===== src/rtl/pipe_ctrl_pkg.sv =====
// Shared definitions for the pipeline stall/flush scheduler:
// the stall bus layout, stall masks, FSM states and the default exception entry.
package pipe_ctrl_pkg;

  localparam int unsigned STALL_BUS = 6;
  localparam int unsigned DIV_CNT_W = 6;

  localparam logic STOP   = 1'b1;
  localparam logic NOSTOP = 1'b0;

  typedef logic [STALL_BUS-1:0] stall_t;

  // Masks are monotone: stopping a register also stops every register upstream of it.
  localparam stall_t STALL_NONE = {STALL_BUS{NOSTOP}};
  localparam stall_t STALL_IF   = 6'b000011;
  localparam stall_t STALL_ID   = 6'b000111;
  localparam stall_t STALL_EXE  = 6'b001111;
  localparam stall_t STALL_MEM  = 6'b011111;
  localparam stall_t STALL_ALL  = {STALL_BUS{STOP}};

  localparam logic [31:0] EXC_ENTRY_DEFAULT = 32'hBFC00380;

  typedef enum logic [1:0] {
    ST_RUN        = 2'd0,
    ST_FLUSH_WAIT = 2'd1,
    ST_FLUSH      = 2'd2
  } state_e;

  function automatic logic [31:0] redirect_target(input logic        is_eret,
                                                  input logic [31:0] epc,
                                                  input logic [31:0] entry);
    return is_eret ? epc : entry;
  endfunction

endpackage


===== src/rtl/pipe_ctrl_if.sv =====
// Handshake bundle between the pipeline stages and the stall/flush scheduler.
interface pipe_ctrl_if;

  logic        stallreq_if;
  logic        stallreq_id;
  logic        div_start;
  logic        stallreq_mem;
  logic        ibus_busy;
  logic        exc_req;
  logic        exc_is_eret;
  logic [31:0] cp0_epc;

  logic [5:0]  stall;
  logic        flush;
  logic [31:0] flush_pc;
  logic        div_busy;

  modport master (
    output stallreq_if, stallreq_id, div_start, stallreq_mem,
           ibus_busy, exc_req, exc_is_eret, cp0_epc,
    input  stall, flush, flush_pc, div_busy
  );

  modport slave (
    input  stallreq_if, stallreq_id, div_start, stallreq_mem,
           ibus_busy, exc_req, exc_is_eret, cp0_epc,
    output stall, flush, flush_pc, div_busy
  );

endinterface


===== src/rtl/pipe_ctrl_div_stall_cnt.sv =====
// Multi-cycle divide stall timer: holds busy for CYCLES-1 cycles after a start
// pulse seen while idle; a clear empties it regardless of its state.
module div_stall_cnt
  import pipe_ctrl_pkg::*;
#(
  parameter int unsigned CYCLES = 34
) (
  input  logic clk_i,
  input  logic rst_i,
  input  logic start_i,
  input  logic clear_i,
  output logic busy_o
);

  localparam logic [DIV_CNT_W-1:0] LOAD_VAL = DIV_CNT_W'(CYCLES - 1);

  logic [DIV_CNT_W-1:0] cnt_q, cnt_d;

  always_ff @(posedge clk_i) begin
    if (rst_i) begin
      cnt_q <= '0;
    end else begin
      cnt_q <= cnt_d;
    end
  end

  // The counter free-runs once loaded; pipeline stalls never hold it.
  always_comb begin
    cnt_d = cnt_q;
    if (clear_i) begin
      cnt_d = '0;
    end else if (cnt_q != '0) begin
      cnt_d = cnt_q - 1'b1;
    end else if (start_i) begin
      cnt_d = LOAD_VAL;
    end
  end

  assign busy_o = (cnt_q != '0);

endmodule


===== src/rtl/pipe_ctrl.sv =====
// Pipeline stall/flush scheduler: merges stage stall requests, times divides,
// and sequences exception/eret flushes so they never overlap an open fetch.
module pipe_ctrl
  import pipe_ctrl_pkg::*;
#(
  parameter int unsigned DIV_CYCLES = 34,
  parameter logic [31:0] EXC_ENTRY  = EXC_ENTRY_DEFAULT
) (
  input  logic       cpu_clk_50M,
  input  logic       cpu_rst,
  pipe_ctrl_if.slave bus
);

  state_e      state_q, state_d;
  logic [31:0] target_q, target_d;
  logic [31:0] flush_pc_q, flush_pc_d;

  stall_t      stall;
  logic        flush;
  logic        div_busy;
  logic        div_clear;

  div_stall_cnt #(
    .CYCLES (DIV_CYCLES)
  ) u_div_cnt (
    .clk_i   (cpu_clk_50M),
    .rst_i   (cpu_rst),
    .start_i (bus.div_start),
    .clear_i (div_clear),
    .busy_o  (div_busy)
  );

  always_ff @(posedge cpu_clk_50M) begin
    if (cpu_rst) begin
      state_q    <= ST_RUN;
      target_q   <= '0;
      flush_pc_q <= '0;
    end else begin
      state_q    <= state_d;
      target_q   <= target_d;
      flush_pc_q <= flush_pc_d;
    end
  end

  // flush_pc is only updated on entry to FLUSH so it stays stable while waiting.
  always_comb begin
    state_d    = state_q;
    target_d   = target_q;
    flush_pc_d = flush_pc_q;
    case (state_q)
      ST_RUN: begin
        if (bus.exc_req) begin
          target_d = redirect_target(bus.exc_is_eret, bus.cp0_epc, EXC_ENTRY);
          if (bus.ibus_busy) begin
            state_d = ST_FLUSH_WAIT;
          end else begin
            state_d    = ST_FLUSH;
            flush_pc_d = target_d;
          end
        end
      end
      ST_FLUSH_WAIT: begin
        if (!bus.ibus_busy) begin
          state_d    = ST_FLUSH;
          flush_pc_d = target_q;
        end
      end
      ST_FLUSH: begin
        state_d = ST_RUN;
      end
      default: begin
        state_d = ST_RUN;
      end
    endcase
  end

  always_comb begin
    stall     = STALL_NONE;
    flush     = 1'b0;
    div_clear = 1'b0;
    case (state_q)
      ST_FLUSH_WAIT: begin
        stall = STALL_ALL;
      end
      ST_FLUSH: begin
        flush     = 1'b1;
        div_clear = 1'b1;
      end
      default: begin
        if (bus.stallreq_mem) begin
          stall = STALL_MEM;
        end else if (div_busy) begin
          stall = STALL_EXE;
        end else if (bus.stallreq_id) begin
          stall = STALL_ID;
        end else if (bus.stallreq_if) begin
          stall = STALL_IF;
        end
      end
    endcase
  end

  assign bus.stall    = stall;
  assign bus.flush    = flush;
  assign bus.flush_pc = flush_pc_q;
  assign bus.div_busy = div_busy;

endmodule

===== src/flat_wrapper.sv =====
// flat-port wrapper written by rule: the top's interface ports become plain ports
module pipe_ctrl_flat import pipe_ctrl_pkg::*;
#(
  parameter int unsigned DIV_CYCLES = 34,
  parameter logic [31:0] EXC_ENTRY  = EXC_ENTRY_DEFAULT
)
  (cpu_clk_50M, cpu_rst, bus_stallreq_if, bus_stallreq_id, bus_div_start, bus_stallreq_mem, bus_ibus_busy, bus_exc_req, bus_exc_is_eret, bus_cp0_epc, bus_stall, bus_flush, bus_flush_pc, bus_div_busy);
  pipe_ctrl_if bus_i ();
  input  logic cpu_clk_50M;
  input  logic cpu_rst;
  input wire logic [$bits(bus_i.stallreq_if)-1:0] bus_stallreq_if;
  input wire logic [$bits(bus_i.stallreq_id)-1:0] bus_stallreq_id;
  input wire logic [$bits(bus_i.div_start)-1:0] bus_div_start;
  input wire logic [$bits(bus_i.stallreq_mem)-1:0] bus_stallreq_mem;
  input wire logic [$bits(bus_i.ibus_busy)-1:0] bus_ibus_busy;
  input wire logic [$bits(bus_i.exc_req)-1:0] bus_exc_req;
  input wire logic [$bits(bus_i.exc_is_eret)-1:0] bus_exc_is_eret;
  input wire logic [$bits(bus_i.cp0_epc)-1:0] bus_cp0_epc;
  output wire logic [$bits(bus_i.stall)-1:0] bus_stall;
  output wire logic [$bits(bus_i.flush)-1:0] bus_flush;
  output wire logic [$bits(bus_i.flush_pc)-1:0] bus_flush_pc;
  output wire logic [$bits(bus_i.div_busy)-1:0] bus_div_busy;
  assign bus_i.stallreq_if = bus_stallreq_if;
  assign bus_i.stallreq_id = bus_stallreq_id;
  assign bus_i.div_start = bus_div_start;
  assign bus_i.stallreq_mem = bus_stallreq_mem;
  assign bus_i.ibus_busy = bus_ibus_busy;
  assign bus_i.exc_req = bus_exc_req;
  assign bus_i.exc_is_eret = bus_exc_is_eret;
  assign bus_i.cp0_epc = bus_cp0_epc;
  assign bus_stall = bus_i.stall;
  assign bus_flush = bus_i.flush;
  assign bus_flush_pc = bus_i.flush_pc;
  assign bus_div_busy = bus_i.div_busy;
  pipe_ctrl #(.DIV_CYCLES(DIV_CYCLES), .EXC_ENTRY(EXC_ENTRY)) u_core (.cpu_clk_50M(cpu_clk_50M), .cpu_rst(cpu_rst), .bus(bus_i));
endmodule

===== config.mk =====
export PLATFORM = sky130hd
export DESIGN_NAME = pipe_ctrl_flat
export DESIGN_NICKNAME = d
export VERILOG_FILES = /design/src/rtl/pipe_ctrl_pkg.sv /design/src/rtl/pipe_ctrl_if.sv /design/src/rtl/pipe_ctrl_div_stall_cnt.sv /design/src/rtl/pipe_ctrl.sv /design/src/flat_wrapper.sv
export SDC_FILE = /design/constraint.sdc
export NUM_CORES = 1
export LEC_CHECK = 0
export BUFFER_PORTS_ARGS = -buffer_cell sky130_fd_sc_hd__buf_4
export CAP_MARGIN = 40
export CORE_MARGIN = 4
export CORE_UTILIZATION = 40
export DETAILED_ROUTE_END_ITERATION = 12
export GPL_ROUTABILITY_DRIVEN = 0
export PLACE_DENSITY_LB_ADDON = 0.2
export SLEW_MARGIN = 20
export SYNTH_ARGS = -nofsm -noshare
export SYNTH_HDL_FRONTEND = slang
export SYNTH_SLANG_ARGS = --single-unit

===== constraint.sdc =====
create_clock -name cpu_clk_50M -period 4.1 [get_ports cpu_clk_50M]
set_input_delay 1.23 -clock cpu_clk_50M [delete_from_list [all_inputs] [get_ports cpu_clk_50M]]
set_output_delay 1.23 -clock cpu_clk_50M [all_outputs]
set_load 0.005 [all_outputs]

# Word-level counts from Yosys, hierarchy flattened
# Index checks and enable logic that the tools add are counted.
dict set report classes {
  n_eq_ne 5
  addsub 1
  n_reduce_logical 8
  n_mux 17
}
# operator n
set op_table {}
lappend op_table {{$mux 32} 4}
lappend op_table {{$pmux 32 s2} 1}
lappend op_table {{$mux 6} 5}
lappend op_table {{$pmux 6 s2} 1}
lappend op_table {{$mux 2} 4}
lappend op_table {{$ne 2x2->1 const B} 3}
lappend op_table {{$reduce_bool 6->1} 1}
lappend op_table {{$sub 6x1->6 const B} 1}
lappend op_table {{$pmux 2 s2} 1}
lappend op_table {{$reduce_and 2->1} 2}
lappend op_table {{$reduce_and 4->1} 1}
lappend op_table {{$reduce_bool 2->1} 2}
lappend op_table {{$eq 2x1->1 const B} 1}
lappend op_table {{$eq 2x2->1 const B} 1}
lappend op_table {{$logic_not 2->1} 1}
lappend op_table {{$reduce_or 2->1} 1}
lappend op_table {{$mux 1} 1}
dict set report totals {
  in_bits 41
  elab_cells 35
  reg_bits 72
}

# Logic depth before layout (Yosys ltp)
dict set report logic_depth {
  depth_word 5
  mapped_depth 7
}

# Hierarchy
# From an unflattened synthesis, not the netlist that was laid out.
dict set report unflattened {
  cells_unflattened 422
  area_unflattened_um2 3444.6
}
# module instances cells_per_inst seq_area_each_um2 area_per_inst_um2
set by_module_without_submodules {}
lappend by_module_without_submodules {pipe_ctrl 1 388 1321.3 3141.8}
lappend by_module_without_submodules {div_stall_cnt 1 34 120.1 302.8}

# Worst setup path after synthesis
# Ideal clock, no wire load.
dict set report synth_path {
  kind {input to output}
  startpoint {in bus_stallreq_id}
  endpoint {out bus_stall[1]}
  stages 3
  path_slack_ns 1.137
  required_ns 2.870
  n_path_buf 1
  arrival_time_ns 1.733
  path_cell_list {nor4_1 > o21ai_1 > buf_4}
}
dict set report synth_via {
  elab_chain_cells 4
}
# element line_no
set synth_rtl {}
lappend synth_rtl {{start, declared} flat_wrapper.sv:12} ;# input wire logic [$bits(bus_i.stallreq_id)-1:0] bus_stallreq_id;
lappend synth_rtl {{$mux 6} pipe_ctrl.sv:94} ;# end else if (bus.stallreq_id) begin
lappend synth_rtl {{$mux 6} pipe_ctrl.sv:92} ;# end else if (div_busy) begin
lappend synth_rtl {{$mux 6} pipe_ctrl.sv:90} ;# if (bus.stallreq_mem) begin
lappend synth_rtl {{$pmux 6 s2} pipe_ctrl.sv:81} ;# case (state_q)
lappend synth_rtl {{end, declared} flat_wrapper.sv:19} ;# output wire logic [$bits(bus_i.stall)-1:0] bus_stall;
# No other way between the ends.

# Worst setup path after layout
dict set report layout_path {
  startpoint {reg u_core.u_div_cnt.cnt_q[0]}
  endpoint {out bus_stall[0]}
}
dict set report layout_via {
  elab_chain_cells 4
}
# element line_no
set layout_rtl {}
lappend layout_rtl {{start, declared} pipe_ctrl_div_stall_cnt.sv:17} ;# logic [DIV_CNT_W-1:0] cnt_q, cnt_d;
lappend layout_rtl {{start signal, assigned} pipe_ctrl_div_stall_cnt.sv:23} ;# cnt_q <= cnt_d;
lappend layout_rtl {{$reduce_bool 6->1} pipe_ctrl_div_stall_cnt.sv:39} ;# assign busy_o = (cnt_q != '0);
lappend layout_rtl {{$mux 6} pipe_ctrl.sv:92}
lappend layout_rtl {{$mux 6} pipe_ctrl.sv:90}
lappend layout_rtl {{$pmux 6 s2} pipe_ctrl.sv:81}
# No other way between the ends.

==> results_dict.tcl <==
set metrics [dict create \
    die_h_um 97.6 \
    max-clock-path-buffers 2 \
    timing.final.ws_setup_ns 0.787 \
    drv_cap 0 \
    wirelength_mm 7.97 \
    grt_pass1_wl_mm 13.1 \
    status "finished, final reports clean" \
    rsz0062_at_grt "no" \
    grt_max_degree 65 \
    postSynth.asyncResetShare 0 \
    cpMaxStageDelayCell "or4b_4" \
    grtUsageMet3 0.0538 \
    fill_cells 784 \
    cts_tree "built" \
    antenna_found_initial 0 \
    cp-start-kind "flop" \
    critPathTopFamily "simple AND/OR/NAND/NOR gates" \
    path_buf_inv 2 \
    reg2reg_to "u_core.bus.flush_pc[18]" \
    setup_viol 0 \
    grt_busiest_layer "met2" \
    cts_resized 0 \
    holdBufCountCts 0 \
    cp_data_required_time_ns 2.87 \
    cp_max_fo 6 \
    synth_mux_area_frac 0.00974 \
    clk_latency_ns 0.35 \
    synthTopCellsByArea "dfxtp_1 (45%), nand2_1 (7.4%), a21oi_1 (5.8%)" \
    yosysWarnings 0 \
    peakVddDrop_mv 0.183 \
    critPathKind "flop to output port" \
    drt-initial-drc-count 103 \
    stdcell_area_um2 4020 \
    core_um2 7770 \
    syn_avg_cell_area_um2 8.26 \
    synth_compound_area_frac 0.254 \
    syn_to_final_growth_pct 25.2 \
    initial_core_util 0.413 \
    dr.pass1.iters 4 \
    synth_edf_count 0 \
    drive_above_1_share 0.240 \
    dieWidth_um 97.6 \
    ios 81 \
    synth_xor_xnor_area_share 0.00545 \
    fin_nets 495 \
    cp-endpoint "bus_stall[0]" \
    slew_violations 0 \
    synth_top_area_frac 0.449 \
    worst-path-stages 6 \
    finalCriticalPeriod_ns 3.31 \
    cts_buffers 9 \
    synth_ff_type "dfxtp_1" \
    min_period_over_period 0.808 \
    startpoint "u_core.u_div_cnt.cnt_q[0]" \
    grt_use_met1 0.212 \
    cts.clk_slew.worst_paths_ns 0.07 \
    cp.arrival_ns 2.08 \
    slew_headroom 0.509 \
    fin_tns_setup_ns 0 \
    dp_worst_setup_slack_ns 0.991 \
    worstRegToRegCells 7 \
    numPortBuffers 80 \
    endpoint_kind "output port" \
    drcViolationCount 0 \
    skew_ns 0.00814 \
    hold_path.class "flop to flop" \
    ys_seq_area_frac 0.449 \
    grt_overflow 0 \
    cts-root-buf "clkbuf_8" \
    yosys.cell_types.count 36 \
    synth_top_family_by_area "compound AO/OA/AOI/OAI gates" \
    synthCells 389 \
    synth_fa_ha_area_frac 0.0156 \
    crit_chain "inv_1 -> ha_1 -> or4b_4 -> nor4_1 -> o21ai_1 -> buf_4" \
    final-hold-violation-count 0 \
    dp_hpwl_mm 5.11 \
    final_common_cell "buf_4" \
    rrSetupSlack_ns 1.87 \
    max_stage_delay_ns 0.56 \
    gr-usage-met2 0.272 \
    mappedNetlistArea_um2 3210 \
    syn_nets 434 \
    num_vias 2885 \
    via_per_inst 5.18 \
    reg2reg_from "u_core.state_q[1]" \
    placementRows 32 \
    die-area_um2 9530 \
    diodes 0 \
    place_area_um2 3840 \
    wire_per_inst_um 14.3 \
    p_per_area_nw_per_um2 442 \
    ant_nets 0 \
    synthSimpleGateAreaFrac 0.192 \
    worst_pin_slew_ns 0.734 \
    grt_pass1_vias 2725 \
    htree_levels 3 \
    fmax_ghz 0.302 \
    synth.largest_area_cell "dfxtp_1" \
    cts_sinks 72 \
    postCtsSetupBuffers 0 \
    track_usage 0.166 \
    synth-seq-cells 72 \
    p_leak_nw 1.66 \
    final_cell_mix "buf_4 (85), dfxtp_1 (72), nand2_1 (63)" \
]
[cells by family (layout without fill, tap and decap cells)]
| kind of cell | count (synthesis) | in the layout |
|---|---|---|
| and+or+nand+nor | 126 | 126 |
| adders and majority gates | 4 | 4 |
| muxes | 3 | 3 |
| xor gates and xnor gates | 2 | 2 |
| buffers and inverters | 58 | 124 |
| AOI/OAI and AO/OA | 124 | 124 |
| DFF | 72 | 72 |
[routing by layer]
layer	share of wire	up-vias
met3	0.040	6
met2	0.48	59
met5	0	-
li1	-	1490
met4	0.011	0
met1	0.47	1330
[power by group]
group	leakage [nW]	switching [mW]	total [mW]	internal [mW]
logic	0.984	0.244	0.464	0.221
clock network	0.0834	0.256	0.491	0.235
registers	0.589	0.0579	0.823	0.765
total	1.66	0.558	1.78	1.22
[worst register-to-register path: cells and delay by family (launching register included)]
kind                       cells  cell delay [ns]
buffers and inverters          3             0.73
muxes                          1             0.47
AOI/OAI and AO/OA              2             0.42
DFF                            1             0.33
adders and majority gates      1             0.18
[area by class of cell]
cell class / instances / area (um^2) / share of cell area
sequential: 72 / 1440 / 0.358
multi-input combinational: 259 / 1540 / 0.383
inverter: 21 / 81.3 / 0.0202
clock inverter: 3 / 17.5 / 0.00436
tap: 102 / 128 / 0.0317
timing repair buffer: 87 / 664 / 0.165
clock buffer: 13 / 149 / 0.0370
[Yosys cell counts (all sizes together), types with 2 or more instances]
library cell	n
a21oi	37
a22o	20
a311oi	13
buf	15
clkbuf	22
dfxtp	72
ha	4
inv	21
mux2i	2
nand2	63
nand3	21
nor2	14
nor3	8
nor4	2
o2111ai	12
o21ai	36
or3b	12
xnor2	2
[sequential cells by signal, summed over array words and instances (netlist names)]
name	count
u_core.bus.flush_pc	32
u_core.target_q	32
u_core.u_div_cnt.cnt_q	6
u_core.state_q	2
[how the worst min path moves through the flow]
stage,startpoint,endpoint,slack [ns],cells past startpoint
2_1_floorplan,u_core.target_q[0],u_core.target_q[0],0.44,2
3_3_place_gp,u_core.target_q[2],u_core.target_q[2],0.44,2
3_5_place_dp,u_core.target_q[12],u_core.target_q[12],0.45,2
4_1_cts,u_core.target_q[12],u_core.target_q[12],0.46,2
5_1_grt,u_core.target_q[15],u_core.target_q[15],0.47,2
6_report,u_core.target_q[20],u_core.target_q[20],0.46,2
[metrics by stage]
step                      hold WS (ns)  instances  utilization  power (mW)
final                            0.455        557        0.518        1.78
after global routing             0.474        557        0.518        1.89
after CTS                        0.457        556        0.516        1.80
after detailed placement         0.447        540        0.494        1.31
after global placement           0.442        539        0.493        1.29
after floorplan                  0.437        389            -        1.15
(Power assumes the default switching activity.)
